[src/rtl/slave_internal_response_rd_arbiter_pkg.sv]
// Shared types for the AXI slave read-response arbiter: response codes,
// arbiter FSM states and the requester count.
package axi_slave_package;

    localparam int RD_ARB_N_REQ = 2;

    // AXI RRESP codes widened by one bit so an idle output reads INVALID.
    typedef enum logic [2:0] {
        OKAY    = 3'd0,
        EXOKAY  = 3'd1,
        SLVERR  = 3'd2,
        DECERR  = 3'd3,
        INVALID = 3'd4
    } resp_t;

    typedef enum logic [1:0] {
        IDLE,
        GRANT_ERR,
        GRANT_CPL
    } rd_arb_state_e;

endpackage

[src/rtl/slave_internal_response_rd_arbiter_out_reg.sv]
// Registered AXI R output stage: one beat of storage with the
// ~RVALID | RREADY ready term that lets a beat load while one drains.
module axi_r_out_reg
    import axi_slave_package::*;
#(
    parameter int ID_WIDTH   = 4,
    parameter int DATA_WIDTH = 64
) (
    input  logic                  ACLK,
    input  logic                  ARESETn,
    input  logic                  in_valid,
    output logic                  in_ready,
    input  logic [ID_WIDTH-1:0]   in_id,
    input  resp_t                 in_resp,
    input  logic [DATA_WIDTH-1:0] in_data,
    input  logic                  in_last,
    output logic                  RVALID,
    input  logic                  RREADY,
    output logic [ID_WIDTH-1:0]   RID,
    output resp_t                 RRESP,
    output logic [DATA_WIDTH-1:0] RDATA,
    output logic                  RLAST
);

    logic                  load;
    logic                  rvalid_q, rvalid_d;
    logic [ID_WIDTH-1:0]   rid_q, rid_d;
    resp_t                 rresp_q, rresp_d;
    logic [DATA_WIDTH-1:0] rdata_q, rdata_d;
    logic                  rlast_q, rlast_d;

    assign in_ready = ~rvalid_q | RREADY;
    assign load     = in_valid & in_ready;

    always_comb begin
        // NOTE: every signal gets its hold value first, so no path leaves it unassigned (no latch).
        rvalid_d = rvalid_q;
        rid_d    = rid_q;
        rresp_d  = rresp_q;
        rdata_d  = rdata_q;
        rlast_d  = rlast_q;
        if (load) begin
            rvalid_d = 1'b1;
            rid_d    = in_id;
            rresp_d  = in_resp;
            rdata_d  = in_data;
            rlast_d  = in_last;
        end else if (RREADY) begin
            rvalid_d = 1'b0;
        end
    end

    // NOTE: the payload flops are reset as well, so RRESP shows INVALID rather than X after reset.
    always_ff @(posedge ACLK or negedge ARESETn) begin
        if (!ARESETn) begin
            rvalid_q <= 1'b0;
            rid_q    <= '0;
            rresp_q  <= INVALID;
            rdata_q  <= '0;
            rlast_q  <= 1'b0;
        end else begin
            // NOTE: non-blocking so every flop samples pre-edge values.
            rvalid_q <= rvalid_d;
            rid_q    <= rid_d;
            rresp_q  <= rresp_d;
            rdata_q  <= rdata_d;
            rlast_q  <= rlast_d;
        end
    end

    assign RVALID = rvalid_q;
    assign RID    = rid_q;
    assign RRESP  = rresp_q;
    assign RDATA  = rdata_q;
    assign RLAST  = rlast_q;

endmodule

[src/rtl/slave_internal_response_rd_arbiter.sv]
// Burst-locked arbiter between the error responder (req 0) and the completion
// path (req 1) onto one registered AXI R stream. Define RD_ARB_ROUND_ROBIN_EN for round-robin ties.
module slave_internal_response_rd_arbiter
    import axi_slave_package::*;
#(
    parameter int ID_WIDTH   = 4,
    parameter int DATA_WIDTH = 64
) (
    input  logic                  ACLK,
    input  logic                  ARESETn,
    input  logic                  err_rvalid,
    output logic                  err_rready,
    input  logic [ID_WIDTH-1:0]   err_rid,
    input  resp_t                 err_rresp,
    input  logic [DATA_WIDTH-1:0] err_rdata,
    input  logic                  err_rlast,
    input  logic                  cpl_rvalid,
    output logic                  cpl_rready,
    input  logic [ID_WIDTH-1:0]   cpl_rid,
    input  resp_t                 cpl_rresp,
    input  logic [DATA_WIDTH-1:0] cpl_rdata,
    input  logic                  cpl_rlast,
    output logic                  RVALID,
    input  logic                  RREADY,
    output logic [ID_WIDTH-1:0]   RID,
    output resp_t                 RRESP,
    output logic [DATA_WIDTH-1:0] RDATA,
    output logic                  RLAST,
    output logic                  busy
);

    rd_arb_state_e               state_q, state_d;
    logic [RD_ARB_N_REQ-1:0]     req;
    logic                        win_cpl;
    logic                        sel_cpl;
    logic                        in_valid;
    logic                        out_ready;
    logic [ID_WIDTH-1:0]         in_id;
    resp_t                       in_resp;
    logic [DATA_WIDTH-1:0]       in_data;
    logic                        in_last;

`ifdef RD_ARB_ROUND_ROBIN_EN
    logic last_gnt_q, last_gnt_d;   // 0 = err, 1 = cpl
`endif

    assign req = {cpl_rvalid, err_rvalid};

    always_comb begin
        state_d    = state_q;
        win_cpl    = 1'b0;
        sel_cpl    = 1'b0;
        in_valid   = 1'b0;
        err_rready = 1'b0;
        cpl_rready = 1'b0;
`ifdef RD_ARB_ROUND_ROBIN_EN
        last_gnt_d = last_gnt_q;
`endif
        case (state_q)
            IDLE: begin
                // Decision cycle only: the granted source's first beat is taken next cycle.
                if (req != '0) begin
`ifdef RD_ARB_ROUND_ROBIN_EN
                    win_cpl    = (&req) ? ~last_gnt_q : req[1];
                    last_gnt_d = win_cpl;
`else
                    win_cpl    = ~req[0];
`endif
                    state_d = win_cpl ? GRANT_CPL : GRANT_ERR;
                end
            end
            GRANT_ERR: begin
                err_rready = out_ready;
                in_valid   = err_rvalid;
                if (err_rvalid && out_ready && err_rlast) begin
                    state_d = IDLE;
                end
            end
            GRANT_CPL: begin
                sel_cpl    = 1'b1;
                cpl_rready = out_ready;
                in_valid   = cpl_rvalid;
                if (cpl_rvalid && out_ready && cpl_rlast) begin
                    state_d = IDLE;
                end
            end
            default: state_d = IDLE;
        endcase
    end

    assign in_id   = sel_cpl ? cpl_rid   : err_rid;
    assign in_resp = sel_cpl ? cpl_rresp : err_rresp;
    assign in_data = sel_cpl ? cpl_rdata : err_rdata;
    assign in_last = sel_cpl ? cpl_rlast : err_rlast;

    always_ff @(posedge ACLK or negedge ARESETn) begin
        if (!ARESETn) begin
            state_q <= IDLE;
        end else begin
            state_q <= state_d;
        end
    end

`ifdef RD_ARB_ROUND_ROBIN_EN
    // Reset to cpl so the first tie goes to the error responder.
    always_ff @(posedge ACLK or negedge ARESETn) begin
        if (!ARESETn) begin
            last_gnt_q <= 1'b1;
        end else begin
            last_gnt_q <= last_gnt_d;
        end
    end
`endif

    axi_r_out_reg #(
        .ID_WIDTH   (ID_WIDTH),
        .DATA_WIDTH (DATA_WIDTH)
    ) u_out_reg (
        .ACLK     (ACLK),
        .ARESETn  (ARESETn),
        .in_valid (in_valid),
        .in_ready (out_ready),
        .in_id    (in_id),
        .in_resp  (in_resp),
        .in_data  (in_data),
        .in_last  (in_last),
        .RVALID   (RVALID),
        .RREADY   (RREADY),
        .RID      (RID),
        .RRESP    (RRESP),
        .RDATA    (RDATA),
        .RLAST    (RLAST)
    );

    assign busy = (state_q != IDLE);

endmodule

[config.mk]
export PLATFORM = sky130hd
export DESIGN_NAME = slave_internal_response_rd_arbiter
export DESIGN_NICKNAME = d
export VERILOG_FILES = /design/src/rtl/slave_internal_response_rd_arbiter_pkg.sv /design/src/rtl/slave_internal_response_rd_arbiter_out_reg.sv /design/src/rtl/slave_internal_response_rd_arbiter.sv
export SDC_FILE = /design/constraint.sdc
export NUM_CORES = 1
export LEC_CHECK = 0
export CORE_MARGIN = 1
export CORE_UTILIZATION = 40
export CTS_CLUSTER_SIZE = 14
export DETAILED_ROUTE_END_ITERATION = 8
export GPL_TIMING_DRIVEN = 0
export PLACE_DENSITY = 0.87
export SLEW_MARGIN = 5
export SYNTH_ARGS = -nofsm -noshare
export SYNTH_HDL_FRONTEND = slang
export SYNTH_SLANG_ARGS = --single-unit
[constraint.sdc]
create_clock -name ACLK -period 5.6 [get_ports ACLK]
set_clock_uncertainty 0.05 [all_clocks]
set_input_delay 1.68 -clock ACLK [delete_from_list [all_inputs] [get_ports ACLK]]
set_output_delay 1.68 -clock ACLK [all_outputs]
set_load 0.05 [all_outputs]
==> flow_metrics.py, run 1 <==
metrics = {
    "run_status": {
        "status": "finished, final reports clean",
    },
    "timing": {
        "slew_viol_final": 0,
        "setup_viol": 0,
        "fmax_ghz": 0.197,
        "min_period_over_period": 0.904,
        "hold_violations": 0,
        "period_needed_ns": 5.06,
        "worst_pin_slew_ns": 0.535,
        "holdWs_ns": 0.432,
        "rsz0062_at_grt": "false",
        "setup_tns_ns": 0,
        "slew_headroom": 0.643,
        "fin_ws_ns": 0.536,
    },
    "cells_and_area": {
        "final_common_cell": "clkdlybuf4s50_1",
        "diodes": 0,
        "drive_above_1_share": 0.0621,
        "final_cell_mix": "clkdlybuf4s50_1, nand2_1, dfrtp_1, mux2i_1, o21ai_0",
        "nFillCells": 650,
        "syn2layout_area_growth_pct": 71.6,
        "final_nets": 727,
    },
    "power": {
        "power_frac_seq": 0.264,
        "cellLeakagePower_nw": 2.59,
        "clockPowerShare": 0.101,
        "comb_power_share": 0.635,
        "p_int_w": 0.00173,
        "swShare": 0.499,
        "fin_total_pwr_w": 0.00346,
        "p_sw_w": 0.00173,
        "p_per_area_mw_per_mm2": 566,
        "max-vdd-ir-drop_mv": 0.282,
    },
    "cts": {
        "cts_buffer_depth": 2,
        "cts_setup_buffers": 0,
        "ctsHtreeMaxLevel": 3,
        "cts.sinks": 75,
        "hold_buffers": 0,
        "numCtsBuffers": 9,
        "cts_tree": "built",
        "root_buffer": "clkbuf_8",
        "insertion_delay_ns": 0.33,
        "post_cts_resized": 0,
        "clk_pin_slew_ns": 0.08,
    },
    "placement": {
        "dp_slack_ns": 0.546,
        "gp_congestion": 0.774,
        "hpwl_um": 8430,
        "io_buffer_count": 224,
    },
    "floorplan": {
        "die_width_um": 96.3,
        "io_pins": 225,
        "dieArea_sq_mm": 0.00928,
        "design.core.area_sq_mm": 0.00868,
        "dieHeight_um": 96.3,
        "rows": 34,
        "initial_utilization": 0.410,
    },
    "logic_synthesis": {
        "syn_nets": 491,
        "synth_top_family_by_area": "multiplexers",
        "muxShareOfSynthArea": 0.202,
        "synth.distinct_cells": 20,
        "synth_area_sq_mm": 0.00356,
        "synth_fa_ha_area_frac": 0.0105,
        "post_synth.cell_area_avg_sq_um": 10.5,
        "yosys_warnings": 0,
        "syn_inst": 339,
        "synth_compound_area_frac": 0.116,
        "synth_seq_area_share": 0.528,
        "ys_ff_latch": 75,
        "synth_xor_area_frac": 0,
        "synth-simple-area-share": 0.0931,
    },
    "setup_path": {
        "max_stage_delay_ns": 0.81,
        "reg2reg_depth": 9,
        "critPathArrivalTime_ns": 3.33,
        "r2r-end": "u_out_reg.RDATA[31]$_DFFE_PN0P_",
        "rrSetupSlack_ns": 3.58,
        "crit_start": "RREADY",
        "regToRegStartpoint": "state_q[0]$_DFFE_PN0P_",
        "cp-end-kind": "primary output",
        "path_depth": 4,
        "path_cells": "clkdlybuf4s50_1, nand2b_1, and2_1, clkdlybuf4s50_1",
        "critPathLaunchType": "input pin",
        "crit_type": "in2out",
        "worst-path-buf-inv": 2,
        "path_common_cell": "clkdlybuf4s50_1",
        "critPathCapture": "err_rready",
        "critPathMaxFanout": 6,
        "required_ns": 3.87,
        "slowest_stage": "clkdlybuf4s50_1",
        "cp_top_family": "buffers and inverters",
    },
    "min_path": {
        "hold_class": "reg2reg",
        "hp-start": "u_out_reg.RDATA[32]$_DFFE_PN0P_",
    },
    "grt": {
        "grt_pass1_wl_um": 15500,
        "grt_usage": 0.221,
        "antenna_found_initial": 0,
        "grt_max_degree": 43,
        "gr-total-overflow": 0,
        "grt_pass1_vias": 3322,
    },
    "routing": {
        "final_antenna_net_count": 0,
        "viasPerCell": 4.98,
        "drt-initial-drc-count": 71,
        "drt_wl_total_um": 10500,
        "via_count": 3425,
        "drc": 0,
        "wl_per_cell_um": 15.3,
        "first_pass_iters": 6,
    },
    "run": {
        "max_cap_violations": 0,
    },
}
[synthesized netlist by cell type (all sizes together)]
cell    number  area, sq um
buf         18          140
dfrtp       74         1850
mux2i       72          721
nand2       75          282
nand2b       2         12.5
o211ai       1         7.51
clkbuf       6         25.0
o21ai       72          360
a22oi        2         15.0
a221o        2         20.0
a22o         1         8.76
dfstp        1         26.3
and2         2         12.5
nand3        4         25.0
ha           3         37.5
inv          4         15.0
[how the worst min path moves through the flow]
stage,to,depth (start not counted)
6_report,u_out_reg.RDATA[32]$_DFFE_PN0P_,2
5_1_grt,u_out_reg.RID[2]$_DFFE_PN0P_,2
4_1_cts,u_out_reg.RDATA[0]$_DFFE_PN0P_,2
3_5_place_dp,u_out_reg.RDATA[0]$_DFFE_PN0P_,2
3_3_place_gp,u_out_reg.RDATA[30]$_DFFE_PN0P_,2
2_1_floorplan,state_q[0]$_DFFE_PN0P_,2
[metal layers]
layer	vias to the layer above	wire length, um	GRT usage	share of wire
met3	18	933	0.0640	0.089
met1	1620	4000	0.244	0.38
met4	0	189	0.0833	0.018
li1	1640	-	-	-
met5	-	0	0	0
met2	147	5380	0.402	0.51
[state kept, by name, summed over array words and instances, names as in the netlist]
name and flops:
u_out_reg.RID 4, u_out_reg.RVALID 1, u_out_reg.RDATA 64, u_out_reg.RLAST 1, u_out_reg.RRESP 3, state_q 2
[worst reg2reg max path, stage by stage, from the launching register on]
cell and delay [ns]:
dfrtp_1 0.41, inv_1 0.11, ha_1 0.15, buf_2 0.16, a22o_1 0.21, nand3_2 0.24, buf_6 0.25, buf_6 0.14
nand2_1 0.06, o21ai_0 0.10
[cells by family (layout without fill, tap and decap cells)]
family                   Yosys count  after routing
adder cells (fa/ha/maj)            3              3
buffers and inverters             28            269
multiplexers                      72             72
flip-flops                        75             75
AO/OA/AOI/OAI                     78             78
AND/OR/NAND/NOR                   83             83
[cell type report]
| type | count | area (sq um) | share of cell area |
|---|---|---|---|
| Tap cell | 108 | 135 | 0.0221 |
| Inverter | 4 | 15.0 | 0.00246 |
| Clock buffer | 13 | 139 | 0.0227 |
| Clock inverter | 3 | 15.0 | 0.00246 |
| Sequential cell | 75 | 1880 | 0.307 |
| Multi-Input combinational cell | 236 | 1500 | 0.246 |
| Buffer | 24 | 165 | 0.0270 |
| Timing Repair Buffer | 225 | 2260 | 0.370 |
[power by group through the flow]
stage               clock, W  sequential [W]  combinational [W]
floorplan                  0         0.00173           0.000612
global placement           0        0.000910            0.00217
detailed placement         0        0.000923            0.00221
CTS                 0.000356        0.000914            0.00222
global route        0.000384        0.000943            0.00233
finish              0.000349        0.000913            0.00220
[through the flow]
stage / area [sq um] / cells / utilization
global route: 6110 / 688 / 0.704
global placement: 5940 / 671 / 0.684
CTS: 6110 / 688 / 0.704
detailed placement: 5950 / 672 / 0.686
finish: 6110 / 688 / 0.704
floorplan: 3560 / 339 / -
Power figures use the tool's default switching activity.
==> inputs of run 2 (changes only) <==
- CTS_CLUSTER_SIZE: 14 -> default
==> results of run 2 <==
No change in the layout: final DEF, timing and power equal those of run 1.
